<file path="src/rtl/key_counter_bcd_if.sv">
// Key inputs and display/count outputs of key_counter_bcd, bundled into one port.
// The design drives the outputs through the slave modport; the board side or bench uses the master modport.
interface key_counter_bcd_if #(
    parameter int DIGITS = 2
);
    logic                  key_inc;
    logic                  key_dec;
    logic                  key_clr;
    logic [4*DIGITS-1:0]   count_bcd;
    logic                  wrap;
    logic [7:0]            seg;
    logic [DIGITS-1:0]     dig_sel;

    modport master (
        output key_inc, key_dec, key_clr,
        input  count_bcd, wrap, seg, dig_sel
    );

    modport slave (
        input  key_inc, key_dec, key_clr,
        output count_bcd, wrap, seg, dig_sel
    );
endinterface

</file>
<file path="src/rtl/key_counter_bcd.sv">
// Debounced inc/dec/clear key counter with a DIGITS-wide BCD count and a scanned 7-segment display.
// Each key goes through a 2-flop synchroniser and a stability counter; a release-to-press transition gives one pulse.
module key_counter_bcd #(
    parameter int DIGITS         = 2,
    parameter int DEBOUNCE_CYC   = 1_000_000,
    parameter int SCAN_CYC       = 50_000,
    parameter bit SEG_ACTIVE_LOW = 1'b1,
    parameter bit BLANK_LZ       = 1'b1
) (
    input  logic              clk,
    input  logic              res,
    key_counter_bcd_if.slave  bus
);
    localparam int NK     = 3;
    localparam int K_INC  = 0;
    localparam int K_DEC  = 1;
    localparam int K_CLR  = 2;
    localparam int DEB_W  = $clog2(DEBOUNCE_CYC);
    localparam int SCAN_W = $clog2(SCAN_CYC);
    localparam int IDX_W  = (DIGITS > 1) ? $clog2(DIGITS) : 1;
    localparam int CW     = 4 * DIGITS;

    logic [NK-1:0]             raw;
    logic [NK-1:0]             sync0_q, sync0_d, sync1_q, sync1_d;
    logic [NK-1:0]             lvl_q, lvl_d, lvl_dly_q, lvl_dly_d;
    logic [NK-1:0]             armed_q, armed_d, press_q, press_d;
    logic [NK-1:0][DEB_W-1:0]  cnt_q, cnt_d;
    logic [1:0]                flush_q, flush_d;

    logic [CW-1:0]             count_q, count_d;
    logic                      wrap_q, wrap_d;
    logic                      carry;

    logic [SCAN_W-1:0]         scan_q, scan_d;
    logic [IDX_W-1:0]          idx_q, idx_d;
    logic [3:0]                digit;
    logic                      upper_zero, blank;
    logic [7:0]                seg_act, seg_q, seg_d;
    logic [DIGITS-1:0]         sel_act, sel_q, sel_d;

    function automatic logic [6:0] seg7(input logic [3:0] d);
        case (d)
            4'd0:    seg7 = 7'h3F;
            4'd1:    seg7 = 7'h06;
            4'd2:    seg7 = 7'h5B;
            4'd3:    seg7 = 7'h4F;
            4'd4:    seg7 = 7'h66;
            4'd5:    seg7 = 7'h6D;
            4'd6:    seg7 = 7'h7D;
            4'd7:    seg7 = 7'h07;
            4'd8:    seg7 = 7'h7F;
            4'd9:    seg7 = 7'h6F;
            default: seg7 = 7'h00;
        endcase
    endfunction

    assign raw = {bus.key_clr, bus.key_dec, bus.key_inc};

    // A key held across reset is only armed once a genuine released level has passed the synchroniser.
    always_comb begin
        // NOTE: every combinational output gets a default first so no path leaves it unassigned (no latch).
        sync0_d   = raw;
        sync1_d   = sync0_q;
        flush_d   = {flush_q[0], 1'b1};
        lvl_d     = lvl_q;
        lvl_dly_d = lvl_q;
        cnt_d     = '0;
        armed_d   = armed_q | (sync1_q & {NK{flush_q[1]}});
        press_d   = armed_q & lvl_dly_q & ~lvl_q;
        for (int k = 0; k < NK; k++) begin
            if (sync1_q[k] != lvl_q[k]) begin
                if (cnt_q[k] == DEB_W'(DEBOUNCE_CYC - 1)) lvl_d[k] = sync1_q[k];
                else                                      cnt_d[k] = cnt_q[k] + 1'b1;
            end
        end
    end

    always_comb begin
        count_d = count_q;
        wrap_d  = 1'b0;
        carry   = 1'b1;
        if (press_q[K_CLR]) begin
            count_d = '0;
        end else if (press_q[K_INC] && !press_q[K_DEC]) begin
            for (int d = 0; d < DIGITS; d++) begin
                if (carry) begin
                    if (count_q[4*d +: 4] == 4'd9) begin
                        count_d[4*d +: 4] = 4'd0;
                    end else begin
                        count_d[4*d +: 4] = count_q[4*d +: 4] + 4'd1;
                        carry = 1'b0;
                    end
                end
            end
            wrap_d = carry;
        end else if (press_q[K_DEC] && !press_q[K_INC]) begin
            for (int d = 0; d < DIGITS; d++) begin
                if (carry) begin
                    if (count_q[4*d +: 4] == 4'd0) begin
                        count_d[4*d +: 4] = 4'd9;
                    end else begin
                        count_d[4*d +: 4] = count_q[4*d +: 4] - 4'd1;
                        carry = 1'b0;
                    end
                end
            end
            wrap_d = carry;
        end
    end

    always_comb begin
        scan_d = scan_q + 1'b1;
        idx_d  = idx_q;
        if (scan_q == SCAN_W'(SCAN_CYC - 1)) begin
            scan_d = '0;
            idx_d  = (idx_q == IDX_W'(DIGITS - 1)) ? '0 : idx_q + 1'b1;
        end
        digit      = count_q[4*int'(idx_q) +: 4];
        upper_zero = 1'b1;
        for (int d = 0; d < DIGITS; d++) begin
            if (d >= int'(idx_q) && count_q[4*d +: 4] != 4'd0) upper_zero = 1'b0;
        end
        blank          = BLANK_LZ && (idx_q != '0) && upper_zero;
        seg_act        = blank ? 8'h00 : {1'b0, seg7(digit)};
        sel_act        = '0;
        sel_act[idx_q] = 1'b1;
        seg_d          = SEG_ACTIVE_LOW ? ~seg_act : seg_act;
        sel_d          = SEG_ACTIVE_LOW ? ~sel_act : sel_act;
    end

    always_ff @(posedge clk) begin
        // NOTE: state registers use non-blocking assignments so every flop samples pre-edge values.
        if (!res) begin
            sync0_q   <= '1;
            sync1_q   <= '1;
            lvl_q     <= '1;
            lvl_dly_q <= '1;
            armed_q   <= '0;
            press_q   <= '0;
            cnt_q     <= '0;
            flush_q   <= '0;
            count_q   <= '0;
            wrap_q    <= 1'b0;
            scan_q    <= '0;
            idx_q     <= '0;
            seg_q     <= {8{SEG_ACTIVE_LOW}};
            sel_q     <= {DIGITS{SEG_ACTIVE_LOW}};
        end else begin
            sync0_q   <= sync0_d;
            sync1_q   <= sync1_d;
            lvl_q     <= lvl_d;
            lvl_dly_q <= lvl_dly_d;
            armed_q   <= armed_d;
            press_q   <= press_d;
            cnt_q     <= cnt_d;
            flush_q   <= flush_d;
            count_q   <= count_d;
            wrap_q    <= wrap_d;
            scan_q    <= scan_d;
            idx_q     <= idx_d;
            seg_q     <= seg_d;
            sel_q     <= sel_d;
        end
    end

    assign bus.count_bcd = count_q;
    assign bus.wrap      = wrap_q;
    assign bus.seg       = seg_q;
    assign bus.dig_sel   = sel_q;
endmodule

</file>
<file path="src/flat_wrapper.sv">
// flat-port wrapper written by rule: the top's interface ports become plain ports
module key_counter_bcd_flat 
#(
    parameter int DIGITS         = 2,
    parameter int DEBOUNCE_CYC   = 1_000_000,
    parameter int SCAN_CYC       = 50_000,
    parameter bit SEG_ACTIVE_LOW = 1'b1,
    parameter bit BLANK_LZ       = 1'b1
)
  (clk, res, bus_key_inc, bus_key_dec, bus_key_clr, bus_count_bcd, bus_wrap, bus_seg, bus_dig_sel);
  key_counter_bcd_if #(.DIGITS(DIGITS)) bus_i ();
  input  logic clk;
  input  logic res;
  input wire logic [$bits(bus_i.key_inc)-1:0] bus_key_inc;
  input wire logic [$bits(bus_i.key_dec)-1:0] bus_key_dec;
  input wire logic [$bits(bus_i.key_clr)-1:0] bus_key_clr;
  output wire logic [$bits(bus_i.count_bcd)-1:0] bus_count_bcd;
  output wire logic [$bits(bus_i.wrap)-1:0] bus_wrap;
  output wire logic [$bits(bus_i.seg)-1:0] bus_seg;
  output wire logic [$bits(bus_i.dig_sel)-1:0] bus_dig_sel;
  assign bus_i.key_inc = bus_key_inc;
  assign bus_i.key_dec = bus_key_dec;
  assign bus_i.key_clr = bus_key_clr;
  assign bus_count_bcd = bus_i.count_bcd;
  assign bus_wrap = bus_i.wrap;
  assign bus_seg = bus_i.seg;
  assign bus_dig_sel = bus_i.dig_sel;
  key_counter_bcd #(.DIGITS(DIGITS), .DEBOUNCE_CYC(DEBOUNCE_CYC), .SCAN_CYC(SCAN_CYC), .SEG_ACTIVE_LOW(SEG_ACTIVE_LOW), .BLANK_LZ(BLANK_LZ)) u_core (.clk(clk), .res(res), .bus(bus_i));
endmodule
</file>
<file path="config.mk">
export PLATFORM = sky130hd
export DESIGN_NAME = key_counter_bcd_flat
export DESIGN_NICKNAME = d
export VERILOG_FILES = /design/src/rtl/key_counter_bcd_if.sv /design/src/rtl/key_counter_bcd.sv /design/src/flat_wrapper.sv
export SDC_FILE = /design/constraint.sdc
export NUM_CORES = 1
export LEC_CHECK = 0
export CAP_MARGIN = 20
export CORE_MARGIN = 2
export CORE_UTILIZATION = 39
export CTS_BUF_LIST = sky130_fd_sc_hd__clkbuf_8
export CTS_CLUSTER_DIAMETER = 60
export DETAILED_ROUTE_END_ITERATION = 10
export GPL_TIMING_DRIVEN = 0
export SYNTH_ARGS = -nofsm -noshare
export SYNTH_HDL_FRONTEND = slang
export SYNTH_SLANG_ARGS = --single-unit
export TNS_END_PERCENT = 10
</file>
<file path="constraint.sdc">
create_clock -name clk -period 3 [get_ports clk]
set_input_delay 0.45 -clock clk [delete_from_list [all_inputs] [get_ports clk]]
set_output_delay 0.45 -clock clk [all_outputs]
set_load 0.005 [all_outputs]
</file>
Word level (Yosys, flattened, before mapping)
Memories as Yosys holds them, arrays and structs flattened.
Cells that the tools add are included.

word-level totals
  register bits after elaboration = 116
  memory bits (read-only) = 112
  bits of input ports = 5
  output and inout port bits = 19
  logic and storage cells = 105
  memories = 1

operators by class
  add/sub/neg operators = 9
  $lt $le $gt $ge = 3
  equality and inequality tests = 10
  shift operators = 1
  mux-type cells = 28
  bitwise gates (word level) = 11
  reductions and logical operators = 22

memories
  name             depth  bits a word  read ports  clocked after Yosys merged registers in  write ports  line                   source
  (no name shown)  16     7            1           0                                        0            key_counter_bcd.sv:42  case (d)

operator list
  kind                     number
  $add A20 B1 Y20 const B  3
  $eq A20 B20 Y1 const B   3
  $mux W4                  6
  $mux W1                  18
  $add A16 B1 Y16 const B  1
  $eq A16 B16 Y1 const B   1
  $mux W8                  2
  $and A3 B3 Y3            3
  $reduce_or A3 Y1         3
  $add A4 B1 Y4 const B    2
  $eq A4 B4 Y1 const B     2
  $logic_not A4 Y1         2
  $not A8 Y8               1
  $reduce_bool A4 Y1       2
  $shiftx A8 B4 Y4         1
  $sub A4 B1 Y4 const B    2
  $mux W7                  1
  $reduce_and A2 Y1        3
  $logic_and A1 B1 Y1      5
  $not A1 Y1               4
  $reduce_bool A2 Y1       2
  $reduce_or A2 Y1         2
  $ne A1 B1 Y1             3
  $not A3 Y3               1
  10 further kinds         11

Depth between registers and ports, before layout
Gate-level depths: netlist (run 1).

  depth after elaboration = 8
  gate-level depth with buffers = 8
  mapped depth without buffers = 6

Least setup slack after synthesis (run 1)
OpenSTA, ideal clock, no wires.

  path kind = register -> register
  start = register u_core.press_q[1]
  end = register u_core.count_q[5], in the netlist u_core.bus.count_bcd[5]
  setup time = 0.091 ns
  arrival time = 1.755 ns
  required time = 2.909 ns
  setup slack = 1.154 ns
  cell stages (with the launch flop) = 7
  buffers on the path = 0
  clock period less this slack = 1.846 ns
  cell sequence = dfxtp_1 inv_1 ha_1 or4b_1 a211oi_2 a21oi_1 a311oi_1

on the way
  word-level cells in the longest chain between the ends = 4
  elaborated cells between the ends (all ways) = 8
  classes of those cells = eq/ne (1); mux (1); reduce/logical (6)

ends and longest elaborated chain
  item                                                                 line                    source
  start, declared                                                      key_counter_bcd.sv:26   logic [NK-1:0] armed_q, armed_d, press_q, press_d;
  start signal, assigned                                               key_counter_bcd.sv:154  press_q <= press_d;
  $logic_not A1 Y1                                                     key_counter_bcd.sv:84   end else if (press_q[K_INC] && !press_q[K_DEC]) begin
  $logic_and A1 B1 Y1                                                  key_counter_bcd.sv:84
  $ne A2 B2 Y1 (no line) / $reduce_bool A2 Y1 (equally long branches)  n/a
  $reduce_and A3 Y1 (no line)                                          n/a
  end signal, assigned                                                 key_counter_bcd.sv:157  count_q <= count_d;
  end, declared                                                        key_counter_bcd.sv:30   logic [CW-1:0] count_q, count_d;

Parallel ways exist; a longest one is shown, timed or not.
A chain may end at the register's enable or synchronous reset.

Final worst setup path (run 1)
  start = register u_core.cnt_q[53] (netlist bit)
  end = register u_core.cnt_q[52] (netlist bit)

on the way
  word-level cells in the longest chain between the ends = 2

ends and longest elaborated chain
  item                        line                    source
  start, declared             key_counter_bcd.sv:27   logic [NK-1:0][DEB_W-1:0] cnt_q, cnt_d;
  start signal, assigned      key_counter_bcd.sv:155  cnt_q <= cnt_d;
  $eq A20 B20 Y1              key_counter_bcd.sv:72   if (cnt_q[k] == DEB_W'(DEBOUNCE_CYC - 1)) lvl_d[k] = sync1_q[k];
  $reduce_or A3 Y1 (no line)  n/a

Every way passes these cells.

==> qor.yml, run 1 <==
holdWs_ns: 0.406
antenna_found_initial: 0
yosysTopAreaCellShare_pct: 44.3
crit-reg2reg-launch: "u_core.cnt_q[53]$_SDFF_PP0_"
grt_pass1_vias: 3990
dp_hpwl_mm: 7.26
std_cell_rows: 42
area_growth_pct: 15.7
synth-seq-cells: 115
r2r_slack_ns: 0.90
wl_per_cell_um: 12.7
synth.yosys.seq_area_share_pct: 44.3
crit_end: "u_core.cnt_q[52]$_SDFF_PP0_"
r2r_cells: 5
worstReg2RegEnd: "u_core.cnt_q[52]$_SDFF_PP0_"
final_hold_viol_count: 0
cts_max_level: 4
period_needed_ns: 2.10
ant_nets: 0
vias: 4291
synth_edf_count: 0
power.density_mw_per_mm2: 492
max_cap_violations: 0
cp-start-kind: "flip-flop"
fillCellCount: 1285
core_sq_mm: 0.0131
worstPathArrival_ns: 2.40
hold_buffers: 0
tns_ns: 0
drive_above_1_share_pct: 5.94
route.detailed.drc: 0
cts_root_buf: "clkbuf_8"
cp-startpoint: "u_core.cnt_q[53]$_SDFF_PP0_"
cts_buffer_depth: 2
fin_crit_sh_pct: 70.0
slew_viol_final: 0
io_buffers: 22
finalSetupViolations: 0
irDropWorstVdd_v: 0.000199
syn_area_sq_mm: 0.00520
worstHoldPathType: "reg2reg"
rsz0062_at_grt: "no"
required_ns: 3.31
synthFlopType: "dfxtp_1"
start_util_pct: 39.6
cts_resized: 0
routabilityCongestion: 0.799
grt_overflow: 0
drt-initial-drc-count: 284
via_per_inst: 5.15
yosysTopAreaCell: "dfxtp_1"
synthCells: 603
synth_nets: 619
die_y_um: 119
finalClockSkew_ns: 0.00552
post-cts-setup-buffers: 0
drt-total-wl_mm: 10.6
worst_slew_pin_slew_ns: 0.591
status: "completed"
ios: 24
final_nets: 660
synthArstFlopShare_pct: 0
final_cell_mix: "dfxtp_1 (115), nor2_1 (75), xnor2_1 (39), nand2_1 (37), a21oi_1 (34)"
dieArea_sq_mm: 0.0143
first_pass_iters: 5
clock_latency_ns: 0.43
grt_pass1_wl_mm: 17.9
clk_pin_slew_worst_paths_ns: 0.06
fmax_mhz: 476
clock-sinks: 115
grt_max_degree: 17
die_w_um: 119
synth.avg_cell_area_sq_um: 8.62
numCtsBuffers: 17
yosysUniqueCellTypes: 50
end_kind: "flip-flop"
yosysWarnings: 0
cts_tree: "built"
slew-limit-headroom_pct: 60.0
final_common_cell: "dfxtp_1"
ys_top_cells_by_area: "dfxtp_1 (44%), xnor2_1 (6.6%), nor2_1 (5.4%), xor2_1 (3.7%), a21oi_1 (3.3%)"
critPathKind: "reg2reg"
diodes: 0
crit_fanout: 10
utilization_pct: 45.8
grt_usage_pct: 15.5
p_leak_nw: 1.93
final cells by class:
| type | instances | area, sq um | area share, % |
|---|---|---|---|
| plain buffers | 26 | 103 | 1.71 |
| clock buffers | 25 | 344 | 5.72 |
| clock inverters | 7 | 30.0 | 0.499 |
| inverters | 21 | 78.8 | 1.31 |
| multi-input cells | 441 | 2720 | 45.2 |
| flip-flops and latches | 115 | 2300 | 38.3 |
| well taps | 176 | 220 | 3.66 |
| repair buffers | 22 | 220 | 3.66 |
cells in the mapped netlist (all sizes together), types with 2 or more instances:
library cell  count
dfxtp           115
nor2             75
xnor2            39
nand2            37
a21oi            34
nand3            29
o21ai            24
clkbuf           22
nor3             22
xor2             22
inv              21
nand4            20
nor4             12
or3              12
ha               11
nor2b            11
and3             10
nand2b           10
mux2i             8
o31ai             7
or4               7
and2              6
nand4b            6
and4              5
buf               4
nor4b             4
o21bai            4
mux2              3
nor4bb            3
or2               3
a211oi            2
nor3b             2
o22ai             2
cell families (layout without fill, tap and decap cells):
logic type	count (synthesis)	after routing	synth area share [%]
and+or+nand+nor	276	276	28.0
muxes	11	11	2.19
adders and majority gates	11	11	2.65
AOI/OAI and AO/OA	81	81	9.07
DFF	115	115	44.3
xor gates and xnor gates	61	61	10.3
other	1	1	0.0721
buffers and inverters	47	101	3.49
worst max-delay path, stage by stage (launching register included):
cell,delay (ns)
dfxtp_1,0.35
nor4_1,0.53
a41o_1,0.24
clkbuf_1,0.35
buf_1,0.40
nor2_1,0.10
worst min-delay path by stage:
stage,startpoint,to,slack (ns),cells past startpoint
6_report,u_core.sync0_q[2]$_SDFF_PN1_,u_core.sync1_q[2]$_SDFF_PN1_,0.41,1
5_1_grt,u_core.sync0_q[0]$_SDFF_PN1_,u_core.sync1_q[0]$_SDFF_PN1_,0.42,1
4_1_cts,u_core.sync0_q[0]$_SDFF_PN1_,u_core.sync1_q[0]$_SDFF_PN1_,0.41,1
3_5_place_dp,u_core.sync0_q[0]$_SDFF_PN1_,u_core.sync1_q[0]$_SDFF_PN1_,0.39,1
3_3_place_gp,u_core.sync0_q[0]$_SDFF_PN1_,u_core.sync1_q[0]$_SDFF_PN1_,0.39,1
2_1_floorplan,u_core.sync0_q[0]$_SDFF_PN1_,u_core.sync1_q[0]$_SDFF_PN1_,0.39,1
report_power, final:
| group | internal, mW | total (mW) | switching, mW |
|---|---|---|---|
| sequential | 1.55 | 1.56 | 0.0116 |
| combinational | 0.0373 | 0.0777 | 0.0404 |
| clock | 0.732 | 1.32 | 0.592 |
| total | 2.32 | 2.96 | 0.644 |
registers in the layout, indices dropped and copies added, names as in the netlist:
register / cells
u_core.idx_q: 1
u_core.press_q: 3
u_core.bus.dig_sel: 2
u_core.bus.seg: 7
u_core.bus.count_bcd: 8
u_core.lvl_dly_q: 3
u_core.scan_q: 16
u_core.flush_q: 2
u_core.armed_q: 3
u_core.cnt_q: 60
u_core.bus.wrap: 1
u_core.sync0_q: 3
u_core.sync1_q: 3
u_core.lvl_dly_d: 3
through the flow:
step | setup slack [ns] | power, mW | cells | area, sq um
final | 0.901 | 2.96 | 833 | 6010
after global routing | 0.683 | 3.09 | 833 | 6010
after CTS | 0.895 | 3.01 | 833 | 6010
after detailed placement | 0.464 | 1.67 | 801 | 5640
after global placement | 0.529 | 1.67 | 801 | 5640
after floorplan | 1.15 | 1.64 | 603 | 5200
layer usage:
layer	vias up	routed length [um]	global-route usage (%)
met3	18	355	4.21
met4	0	228	7.79
met1	2001	5100	19.0
met5	-	0	0
met2	83	4880	25.0
li1	2189	-	-
No activity file was read; power rests on OpenSTA's default activity.
==> run 2: changes to the inputs <==
==> constraint.sdc (replaced) <==
create_clock -name clk -period 2.1 [get_ports clk]
set_input_delay 0.315 -clock clk [delete_from_list [all_inputs] [get_ports clk]]
set_output_delay 0.315 -clock clk [all_outputs]
set_load 0.005 [all_outputs]
==> qor.yml, run 2 (same netlist as run 1, synthesis figures left out) <==
fillCellCount: 1286  # +0.078%
dp.cells: 801  # unchanged
r2r_cells: 6  # +1
final_hold_viol_count: 0  # unchanged
p_leak_nw: 1.93  # +0.12%
grt_max_degree: 17  # unchanged
diodes: 0  # unchanged
wl_per_cell_um: 12.7  # +0.21%
largest_register_ffs: 60  # unchanged
crit_end: "u_core.cnt_q[16]$_SDFF_PP0_"
dieArea_sq_mm: 0.0143  # unchanged
worstReg2RegEnd: "u_core.cnt_q[16]$_SDFF_PP0_"
finalSetupViolations: 0  # unchanged
clock_latency_ns: 0.44  # about the same
placement.setup.worst_slack_ns: -0.301  # -0.765 ns
rsz0062_at_grt: "yes"
place_area_sq_mm: 0.00564  # unchanged
drive_above_1_share_pct: 6.40  # +0.47 points
clock-sinks: 115  # unchanged
largest-register: "u_core.cnt_q"
slew-limit-headroom_pct: 60.0  # unchanged
crit_fanout: 10  # unchanged
end_kind: "flip-flop"
core_sq_mm: 0.0131  # unchanged
cts_root_buf: "clkbuf_8"
clk_pin_slew_worst_paths_ns: 0.06  # about the same
power.density_mw_per_mm2: 702  # +43%
cp-start-kind: "flip-flop"
ios: 24  # unchanged
grt_pass1_vias: 3990  # unchanged
grt_overflow: 0  # unchanged
start_util_pct: 39.6  # unchanged
critPathKind: "reg2reg"
antenna_found_initial: 0  # unchanged
final_cell_mix: "dfxtp_1 (115), nor2_1 (75), xnor2_1 (39), nand2_1 (37), a21oi_1 (34)"
die_w_um: 119  # unchanged
first_pass_iters: 5  # unchanged
fin_ws_ns: 0.111  # -0.789 ns
cts_max_level: 4  # unchanged
cts_tree: "built"
required_ns: 2.41  # -0.90 ns
final_common_cell: "dfxtp_1"
worst_slew_pin_slew_ns: 0.591  # -0.000000119 ns
slew_viol_final: 0  # unchanged
post-cts-setup-buffers: 0  # unchanged
tns_ns: 0  # unchanged
multi_input_area_sq_mm: 0.00273  # +0.41%
cp-startpoint: "u_core.cnt_q[0]$_SDFF_PP0_"
vias: 4276  # -0.35%
drt-total-wl_mm: 10.6  # about the same
cts_resized: 1  # +1
status: "completed"
fmax_mhz: 503  # +5.6%
routabilityCongestion: 0.799  # unchanged
fin_area_sq_mm: 0.00602  # +0.17%
regArea_sq_mm: 0.00230  # unchanged
grt_usage_pct: 15.5  # unchanged
numCtsBuffers: 17  # unchanged
final_nets: 659  # -0.15%
hold_buffers: 0  # unchanged
drt-initial-drc-count: 257  # -9.5%
finalNonFillerCells: 832  # -0.12%
io_buffers: 22  # unchanged
finalClockSkew_ns: 0.00751  # +0.00199 ns
period_needed_ns: 1.99  # -0.111 ns
r2r_slack_ns: 0.11  # -0.79 ns
irDropWorstVdd_v: 0.000284  # +43%
via_per_inst: 5.14  # -0.23%
ant_nets: 0  # unchanged
max_cap_violations: 0  # unchanged
cts_buffer_depth: 2  # unchanged
dp_hpwl_mm: 7.26  # unchanged
fin_crit_sh_pct: 94.7  # +25 points
std_cell_rows: 42  # unchanged
area_growth_pct: 15.9
worstHoldPathType: "reg2reg"
worstPathArrival_ns: 2.30  # -0.10 ns
die_y_um: 119  # unchanged
grt_pass1_wl_mm: 17.9  # unchanged
route.detailed.drc: 0  # unchanged
crit-reg2reg-launch: "u_core.cnt_q[0]$_SDFF_PP0_"
run 2: how the worst min path moves through the flow:
stage                                 startpoint                           end  slack [ns]  depth (start not counted)
floorplan                                    res     u_core.flush_q[0]$_DFF_P_        0.34                          0
global placement    u_core.sync0_q[0]$_SDFF_PN1_  u_core.sync1_q[0]$_SDFF_PN1_        0.39                          1
detailed placement  u_core.sync0_q[0]$_SDFF_PN1_  u_core.sync1_q[0]$_SDFF_PN1_        0.39                          1
CTS                                          res     u_core.flush_q[0]$_DFF_P_        0.38                          1
global route                                 res     u_core.flush_q[0]$_DFF_P_        0.38                          1
finish              u_core.sync0_q[2]$_SDFF_PN1_  u_core.sync1_q[2]$_SDFF_PN1_        0.41                          1
run 2: per-layer routing:
layer | track usage [%] | wire, um
met3 | 4.21 | 331
met2 | 25.0 | 4900
met1 | 19.0 | 5140
met4 | 7.79 | 204
met5 | 0 | 0
run 2: cell type report:
cell class                 instances  share of cell area (%)
tap                              176                    3.66
inverter                          21                    1.31
sequential                       115                    38.2
timing repair buffer              22                    3.66
multi-input combinational        441                    45.3
buffer                            25                    1.68
clock inverter                     7                   0.498
clock buffer                      25                    5.71
run 2: per-stage QoR:
step | hold slack, ns | total power [mW] | utilization [%]
6_report | 0.406 | 4.23 | 45.9
5_1_grt | 0.379 | 4.41 | 45.9
4_1_cts | 0.376 | 4.30 | 45.8
3_5_place_dp | 0.394 | 2.39 | 42.9
3_3_place_gp | 0.390 | 2.38 | 42.9
2_1_floorplan | 0.343 | 2.34 | -
run 2: power breakdown:
group          total [mW]  internal [mW]  switching [mW]
Clock                1.89           1.05           0.844
Sequential           2.23           2.21          0.0168
Combinational       0.112         0.0536          0.0583
run 2: critical path, cell delays in order (launching register included):
cell and delay, ns:
dfxtp_1 0.38, ha_1 0.24, and4_1 0.28, nand2_1 0.12
o31ai_1 0.34, clkbuf_1 0.41, nor2_1 0.09
